## src/rtl/ysyx_25040111_lsu.sv

```systemverilog
`default_nettype none
// ============================================================================
// Module   : ysyx_25040111_lsu
// Purpose  : Load/store unit between the memory arbiter and the AXI4 system
//            bus. Serves one read (single beat or INCR cache-line burst) or
//            one write at a time, aligns byte lanes, sign/zero-extends loads
//            and returns data / write acknowledge as a registered one-cycle
//            ready pulse.
// Revision : 1.0 - initial release
// ----------------------------------------------------------------------------
// Ports
//   clock, reset          : core clock, asynchronous active-low reset
//   req_r*                : arbiter read request (valid/addr/len/burst/mask/
//                           sign) and response (rready pulse + rdata)
//   req_w*                : arbiter write request (valid/addr/data/mask) and
//                           completion pulse (wready)
//   lsu_err               : one-cycle bus-error pulse
//   ar*/r*/aw*/w*/b*      : AXI4 master channels (ID unused)
// ----------------------------------------------------------------------------
// Configuration macro
//   YSYX_25040111_LSU_RESP_CHK_EN : when defined, a non-zero RRESP on any
//       beat or a non-zero BRESP pulses lsu_err together with the matching
//       ready pulse. When undefined, lsu_err is tied 0 and responses are
//       ignored.
// ============================================================================
module ysyx_25040111_lsu (
    input  logic        clock,
    input  logic        reset,

    // arbiter read port
    input  logic        req_rvalid,
    output logic        req_rready,
    output logic [31:0] req_rdata,
    input  logic [31:0] req_raddr,
    input  logic [7:0]  req_rlen,
    input  logic        req_burst,
    input  logic [1:0]  req_rmask,
    input  logic        req_rsign,

    // arbiter write port
    input  logic        req_wvalid,
    output logic        req_wready,
    input  logic [31:0] req_wdata,
    input  logic [31:0] req_waddr,
    input  logic [1:0]  req_wmask,

    output logic        lsu_err,

    // AXI4 AR channel
    output logic [31:0] araddr,
    output logic        arvalid,
    input  logic        arready,
    output logic [7:0]  arlen,
    output logic [2:0]  arsize,
    output logic [1:0]  arburst,

    // AXI4 R channel
    input  logic        rvalid,
    output logic        rready,
    input  logic [31:0] rdata,
    input  logic [1:0]  rresp,
    input  logic        rlast,

    // AXI4 AW channel
    output logic [31:0] awaddr,
    output logic        awvalid,
    input  logic        awready,
    output logic [2:0]  awsize,

    // AXI4 W channel
    output logic [31:0] wdata,
    output logic [3:0]  wstrb,
    output logic        wvalid,
    input  logic        wready,
    output logic        wlast,

    // AXI4 B channel
    input  logic        bvalid,
    output logic        bready,
    input  logic [1:0]  bresp
);

    localparam logic [2:0] S_IDLE = 3'd0;
    localparam logic [2:0] S_AR   = 3'd1;
    localparam logic [2:0] S_R    = 3'd2;
    localparam logic [2:0] S_AW_W = 3'd3;
    localparam logic [2:0] S_B    = 3'd4;
    localparam logic [2:0] S_DONE = 3'd5;

    logic [2:0]  r_state;
    logic [2:0]  w_next_state;

    // request context captured in IDLE
    logic [31:0] r_addr;
    logic [31:0] r_wdata;
    logic [1:0]  r_mask;
    logic        r_sign;
    logic        r_burst;
    logic [7:0]  r_len;

    // per-channel write completion flags (AW and W may finish in any order)
    logic        r_aw_done;
    logic        r_w_done;

    // r_rfin marks the cycle after the final R beat: the ready pulse is
    // being presented and no further beat may be accepted.
    logic        r_rfin;
    logic        r_rready;
    logic        r_wready;
    logic [31:0] r_rdata;

    logic        w_r_hs;
    logic        w_aw_hs;
    logic        w_w_hs;
    logic        w_b_hs;
    logic        w_r_last;
    logic        w_aw_all;
    logic        w_w_all;
    logic [2:0]  w_size;
    logic [31:0] w_shifted;
    logic [31:0] w_load_data;

    assign w_r_hs   = rvalid  & rready;
    assign w_aw_hs  = awvalid & awready;
    assign w_w_hs   = wvalid  & wready;
    assign w_b_hs   = bvalid  & bready;

    // A single-beat read ends on its only beat regardless of RLAST.
    assign w_r_last = r_burst ? rlast : 1'b1;

    assign w_aw_all = r_aw_done | w_aw_hs;
    assign w_w_all  = r_w_done  | w_w_hs;

    // ------------------------------------------------------------------
    // State register
    // ------------------------------------------------------------------
    always_ff @(posedge clock or negedge reset) begin
        if (!reset) begin
            r_state <= S_IDLE;
        end else begin
            r_state <= w_next_state;
        end
    end

    // ------------------------------------------------------------------
    // Next-state logic
    // ------------------------------------------------------------------
    always_comb begin
        w_next_state = r_state;
        case (r_state)
            S_IDLE: begin
                if (req_rvalid) begin
                    w_next_state = S_AR;
                end else if (req_wvalid) begin
                    w_next_state = S_AW_W;
                end
            end
            S_AR: begin
                if (arready) begin
                    w_next_state = S_R;
                end
            end
            S_R: begin
                if (r_rfin) begin
                    w_next_state = S_DONE;
                end
            end
            S_AW_W: begin
                if (w_aw_all && w_w_all) begin
                    w_next_state = S_B;
                end
            end
            S_B: begin
                // leave once the acknowledge pulse is on the port
                if (r_wready) begin
                    w_next_state = S_DONE;
                end
            end
            // DONE swallows the arbiter's late valid deassertion
            S_DONE:  w_next_state = S_IDLE;
            default: w_next_state = S_IDLE;
        endcase
    end

    // ------------------------------------------------------------------
    // State-decoded AXI handshake outputs
    // ------------------------------------------------------------------
    always_comb begin
        arvalid = 1'b0;
        rready  = 1'b0;
        awvalid = 1'b0;
        wvalid  = 1'b0;
        bready  = 1'b0;
        case (r_state)
            S_AR:   arvalid = 1'b1;
            S_R:    rready  = ~r_rfin;
            S_AW_W: begin
                awvalid = ~r_aw_done;
                wvalid  = ~r_w_done;
            end
            S_B:    bready  = ~r_wready;
            default: begin
            end
        endcase
    end

    // ------------------------------------------------------------------
    // Request capture, completion flags, response registers
    // ------------------------------------------------------------------
    always_ff @(posedge clock or negedge reset) begin
        if (!reset) begin
            r_addr    <= 32'd0;
            r_wdata   <= 32'd0;
            r_mask    <= 2'd0;
            r_sign    <= 1'b0;
            r_burst   <= 1'b0;
            r_len     <= 8'd0;
            r_aw_done <= 1'b0;
            r_w_done  <= 1'b0;
            r_rfin    <= 1'b0;
            r_rready  <= 1'b0;
            r_wready  <= 1'b0;
            r_rdata   <= 32'd0;
        end else begin
            r_rready <= 1'b0;
            r_wready <= 1'b0;
            r_rfin   <= 1'b0;

            if (r_state == S_IDLE) begin
                r_aw_done <= 1'b0;
                r_w_done  <= 1'b0;
                if (req_rvalid) begin
                    r_addr  <= req_raddr;
                    r_mask  <= req_rmask;
                    r_sign  <= req_rsign;
                    r_burst <= req_burst;
                    r_len   <= req_burst ? req_rlen : 8'd0;
                end else if (req_wvalid) begin
                    r_addr  <= req_waddr;
                    r_mask  <= req_wmask;
                    r_wdata <= req_wdata;
                end
            end

            if (w_aw_hs) begin
                r_aw_done <= 1'b1;
            end
            if (w_w_hs) begin
                r_w_done <= 1'b1;
            end

            if (w_r_hs) begin
                r_rdata  <= r_burst ? rdata : w_load_data;
                r_rready <= 1'b1;
                r_rfin   <= w_r_last;
            end

            if (w_b_hs) begin
                r_wready <= 1'b1;
            end
        end
    end

    // ------------------------------------------------------------------
    // Load alignment and extension (single-beat reads)
    // ------------------------------------------------------------------
    always_comb begin
        w_shifted = rdata >> {r_addr[1:0], 3'b000};
        case (r_mask)
            2'b00:   w_load_data = {{24{r_sign & w_shifted[7]}},  w_shifted[7:0]};
            2'b01:   w_load_data = {{16{r_sign & w_shifted[15]}}, w_shifted[15:0]};
            default: w_load_data = w_shifted;
        endcase
    end

    // ------------------------------------------------------------------
    // Transfer size and store lane placement
    // ------------------------------------------------------------------
    always_comb begin
        case (r_mask)
            2'b00: begin
                w_size = 3'd0;
                wstrb  = 4'b0001 << r_addr[1:0];
            end
            2'b01: begin
                w_size = 3'd1;
                wstrb  = 4'b0011 << {r_addr[1], 1'b0};
            end
            default: begin
                w_size = 3'd2;
                wstrb  = 4'b1111;
            end
        endcase
    end

    assign araddr     = r_addr;
    assign arlen      = r_len;
    assign arsize     = w_size;
    assign arburst    = 2'b01;

    assign awaddr     = r_addr;
    assign awsize     = w_size;
    assign wdata      = r_wdata << {r_addr[1:0], 3'b000};
    assign wlast      = 1'b1;

    assign req_rready = r_rready;
    assign req_wready = r_wready;
    assign req_rdata  = r_rdata;

    // ------------------------------------------------------------------
    // Bus-error reporting
    // ------------------------------------------------------------------
`ifdef YSYX_25040111_LSU_RESP_CHK_EN
    logic r_err;

    // registered alongside r_rready / r_wready so the pulses coincide
    always_ff @(posedge clock or negedge reset) begin
        if (!reset) begin
            r_err <= 1'b0;
        end else begin
            r_err <= (w_r_hs & (|rresp)) | (w_b_hs & (|bresp));
        end
    end

    assign lsu_err = r_err;
`else
    logic w_unused_resp;

    assign w_unused_resp = ^{rresp, bresp};
    assign lsu_err       = 1'b0;
`endif

endmodule
`default_nettype wire

```

## config.mk

```make
export PLATFORM = sky130hd
export DESIGN_NAME = ysyx_25040111_lsu
export DESIGN_NICKNAME = d
export VERILOG_FILES = /design/src/rtl/ysyx_25040111_lsu.sv
export SDC_FILE = /design/constraint.sdc
export NUM_CORES = 1
export LEC_CHECK = 0
export CAP_MARGIN = 20
export CORE_MARGIN = 2
export CORE_UTILIZATION = 30
export CTS_CLUSTER_DIAMETER = 100
export DETAILED_ROUTE_END_ITERATION = 7
export HOLD_SLACK_MARGIN = 0.12
export PLACE_DENSITY = 0.63
export SYNTH_ARGS = -nofsm -noshare
export SYNTH_HDL_FRONTEND = slang
export SYNTH_SLANG_ARGS = --single-unit
```

## constraint.sdc

```tcl
create_clock -name clock -period 3.1 [get_ports clock]
set_input_delay 0.775 -clock clock [delete_from_list [all_inputs] [get_ports clock]]
set_output_delay 0.775 -clock clock [all_outputs]
set_load 0.01 [all_outputs]
```

# Word level (Yosys, flattened, before mapping)
# Cells that the tools add are included.
# word_totals
regBits	116
inputBits	156
output_inout_bits	157
# op_classes
eq_ne	10
shift	4
mux	28
n_bitwise	13
reduce_logical	10
# ops
operator	n
32-bit two-way mux	3
32-bit case mux with 2 select lines	1
32-bit by 5-bit left shift with 32-bit output	1
32-bit by 5-bit right shift with 32-bit output	1
3-bit two-way mux	6
3-bit case mux with 5 select lines	1
1-bit two-way mux	12
8-bit two-way mux	1
2-bit != test (second input constant)	4
4-bit case mux with 2 select lines	1
1-bit AND	6
3-bit by 2-bit equality test with 1-bit output (second input constant)	2
2-bit nonzero test	3
1-bit NOT	5
5-bit AND reduction	1
2-bit two-way mux	2
2-bit case mux with 2 select lines	1
2-bit AND reduction	2
1-bit by 2-bit left shift with 4-bit output (first input constant)	1
2-bit by 2-bit left shift with 4-bit output (first input constant)	1
3-bit by 1-bit equality test with 1-bit output (second input constant)	1
3-bit equality test (second input constant)	1
3-bit logical NOT	1
3-bit != test (second input constant)	1
5 further kinds	6

# Longest topological paths before layout
# depth
word_depth	7
ltp_mapped	7

# Least setup slack after synthesis
# No wires, ideal clock.
# synth_path
path_type	register to output
start	register r_addr[0] (netlist: araddr[0])
end	output port wdata[26]
t_arrival_ps	1573
t_required_ps	2325
setup_slack_ps	752
path_stages_with_launch	7
cell_sequence	dfrtp_1 -> buf_4 -> buf_4 -> buf_2 -> buf_2 -> a211oi_1 -> a21oi_1
# synth_via
elab_chain_len	1
# synth_rtl
item	line	source
from (decl)	94	logic [31:0] r_addr;
from (signal assigned)	233	r_addr <= req_raddr;
from (signal assigned)	239	r_addr <= req_waddr;
32-bit by 5-bit left shift with 32-bit output	303	assign wdata = r_wdata << {r_addr[1:0], 3'b000};
to (decl)	71	output logic [31:0] wdata,
# Every way passes these cells.

# Worst setup path after layout
# layout_path
start	register r_addr[1] (netlist: araddr[1])
end	output port wdata[20]
# Same word-level chain as after synthesis.

==> summary.txt <==
post-detail-place hpwl: 15.25 mm
final setup fails: 0
Setup crit end kind: output port
worst reg2reg path depth: 5
unrepaired setup endpoints after global routing: false
Initial Util: 30.41%
status: complete, no violations
Syn Area/Cell: 10.04 µm²
clock sinks: 116
largest net degree at the start of global routing: 78
peak supply drop: 0.5029 mV
CORE AREA: 20890 µm²
GRT Util Overall: 18.03%
Num CTS Buffers: 17
Worst Slack Setup Final: 0.2054 ns
Synth async-reset ratio: 100.0%
Via density: 4.754
Sequential cell area: 2905 µm²
Leak Pwr: 4.148 nW
ranking of synthesized cells by area: dfrtp_1, mux2i_1, mux2_2
clock buffer depth: 2
clock edge transition at the registers on the reported setup and hold paths: 0.05 ns
arrival time at the worst endpoint: 2.12 ns
drc violations: 0
Max Cap Viol: 0
ANT cells: 0
Core Rows: 53
number of synthesized flops with an enable pin: 0
Root Buffer: clkbuf_16
Critical R2R Launch: araddr[0]
Syn Inst Count: 633
filler cell count: 1981
area occupied by multi-input gates: 2914 µm²
FF+latch count, synth: 116
f_max: 345.5 MHz
primary flip-flop cell chosen by synthesis mapping: dfrtp_1
Yosys Warn Count: 0
vias in the first global route: 5530
remaining global-route overflow: 0
Rel. slew slack: 27.89%
Synth cell types: 43
Min Clock Period, post-route: 2.895 ns
most frequent cell after synthesis: dfrtp_1
synth cell count leaders: dfrtp_1, a21oi_1, mux2i_1, nor2_1, buf_4
CTS tree: yes
CP Data Required Time: 2.32 ns
worst r2r dst: req_rdata[8]
final wirelength: 20.32 mm
Worst Path Max Fanout: 18
DRT Pass-1 Iters: 4
sequential share of the synthesized area: 45.70%
Slew @ Worst Pin: 1.082 ns
Final ANT Viol Nets: 0
Post-CTS Setup Inserts: 0
overall via count from detail_route: 5591
Power Density: 1040 nW/µm²
Final #Nets: 1044
GR peak layer: met2
crit path launch type: register
largest area contributor in the netlist: dfrtp_1
fin crit share: 93.38%
die area: 22350 µm²
met2 usage: 29.89%
Post-Place Setup Slack: 0.5395 ns
setup_tns: 0 ns
area grow syn2layout: 57.43%
Die Width: 149.5 µm
gp weighted congestion: 0.7865
met3 Use GR: 4.817%
antenna violations before repair: 0
I/O Pins: 313
layout cells sized above 1: 11.65%
Synth top area share: 45.70%
Avg WL per Cell: 17.28 µm
Worst Hold Class: input pin to asynchronous set/reset pin
Skew-Pair Late Insertion Delay: 0.41 ns
Syn Std Cell Area: 6352 µm²
final hold vios: 0
critical path type: register to output port
Die Height: 149.5 µm
first-pass GRT wire length: 31.08 mm
Worst Skew: 0.006403 ns
M1 GR Usage: 23.29%
R2R Setup Slk: 0.87 ns
DRT iter0 DRCs: 316
Buffers on Ports: 302
CP startpoint: araddr[1]
Final Max Tran Viols: 0
H-tree depth: 4
==> sequential cells by signal, summed over array words and instances, names as in the netlist <==
name and cells:
araddr 32, r_state 3, req_rdata 32, r_sign 1, r_aw_done 1, r_mask 2
arlen 8, req_rready 1, r_burst 1, r_wdata 32, r_w_done 1, req_wready 1
r_rfin 1
==> metrics by stage <==
| step | utilization [%] | total power [mW] | area [µm²] | instances | hold slack (ns) |
|---|---|---|---|---|---|
| 3_5_place_dp | 44.96 | 8.456 | 9392 | 1144 | 0.4747 |
| 4_1_cts | 47.84 | 10.52 | 9993 | 1176 | 0.3411 |
| 3_3_place_gp | 44.96 | 8.402 | 9392 | 1144 | 0.4615 |
| 6_report | 47.88 | 10.40 | 10000 | 1176 | 0.3457 |
| 2_1_floorplan | - | 5.830 | 6367 | 637 | 0.4712 |
| 5_1_grt | 47.88 | 11.11 | 10000 | 1176 | 0.3527 |
==> report_power, final <==
| group | total (mW) | switching (mW) | internal (mW) |
|---|---|---|---|
| combinational | 5.38 | 2.37 | 3.01 |
| sequential | 3.03 | 0.763 | 2.26 |
| clock | 1.99 | 0.706 | 1.29 |
| total | 10.4 | 3.84 | 6.56 |
==> per-layer routing <==
layer	wire, µm	vias up
met4	282	0
met3	1397	17
met1	8588	2662
met5	0	-
met2	10050	201
li1	-	2711
==> area by class of cell <==
class | count | share of cell area [%]
clock buffers | 20 | 4.466
flip-flops and latches | 116 | 29.05
multi-input cells | 427 | 29.14
clock inverters | 12 | 1.551
well taps | 275 | 3.441
repair buffers | 320 | 32.04
inverters | 6 | 0.3128
==> worst max path at each step <==
stage	depth (start not counted)	slack [ns]	endpoint
after floorplan	6	0.75	wdata[26]
after global placement	4	0.55	wdata[27]
after detailed placement	3	0.54	wstrb[3]
after CTS	3	0.08	wstrb[3]
after global routing	4	0.03	wdata[28]
final	5	0.21	wdata[20]
==> worst max-delay path: stages, from the launching register on <==
cell and delay, ns:
dfrtp_2 0.57, nor2b_1 0.22, buf_4 0.20, nand2_1 0.06, o21ai_0 0.07, clkdlybuf4s50_1 0.59
==> cells by family (layout without fill, tap and decap cells) <==
logic type | after synthesis | count (layout) | share of synthesized area (%)
flops | 116 | 116 | 45.70
simple gates | 159 | 159 | 12.66
other cells | 2 | 6 | 0.1182
buf+inv | 94 | 358 | 8.785
compound gates | 158 | 158 | 15.52
mux | 104 | 104 | 17.21
==> placed cells by master (no fill, tap or decap), types with 3 or more instances in the layout <==
cell,netlist,layout
a211oi_1,16,16
a21oi_1,64,64
a221o_1,9,9
and2_1,9,9
buf_12,0,4
buf_4,48,14
bufinv_16,0,3
clkbuf_16,0,17
clkdlybuf4s50_1,0,300
clkinv_2,0,3
clkinv_4,1,4
clkinvlp_4,0,3
conb_1,2,6
dfrtp_1,116,114
inv_1,4,4
mux2_2,42,42
mux2i_1,62,62
nand2_1,43,43
nand2b_1,4,4
nand3b_1,3,3
nand4b_1,8,8
nor2_1,59,59
nor2b_1,15,14
nor3b_1,8,8
o21ai_0,38,38
o22a_1,7,7
o22ai_1,7,7
o2bb2ai_1,7,7
==> timing repair <==
action | 4_1_cts | 5_1_grt
setup endpoints to repair | 0 | 6
resized for setup | 0 | 2
hold buffers | 0 | 0
No activity file was read; power rests on OpenSTA's default activity.
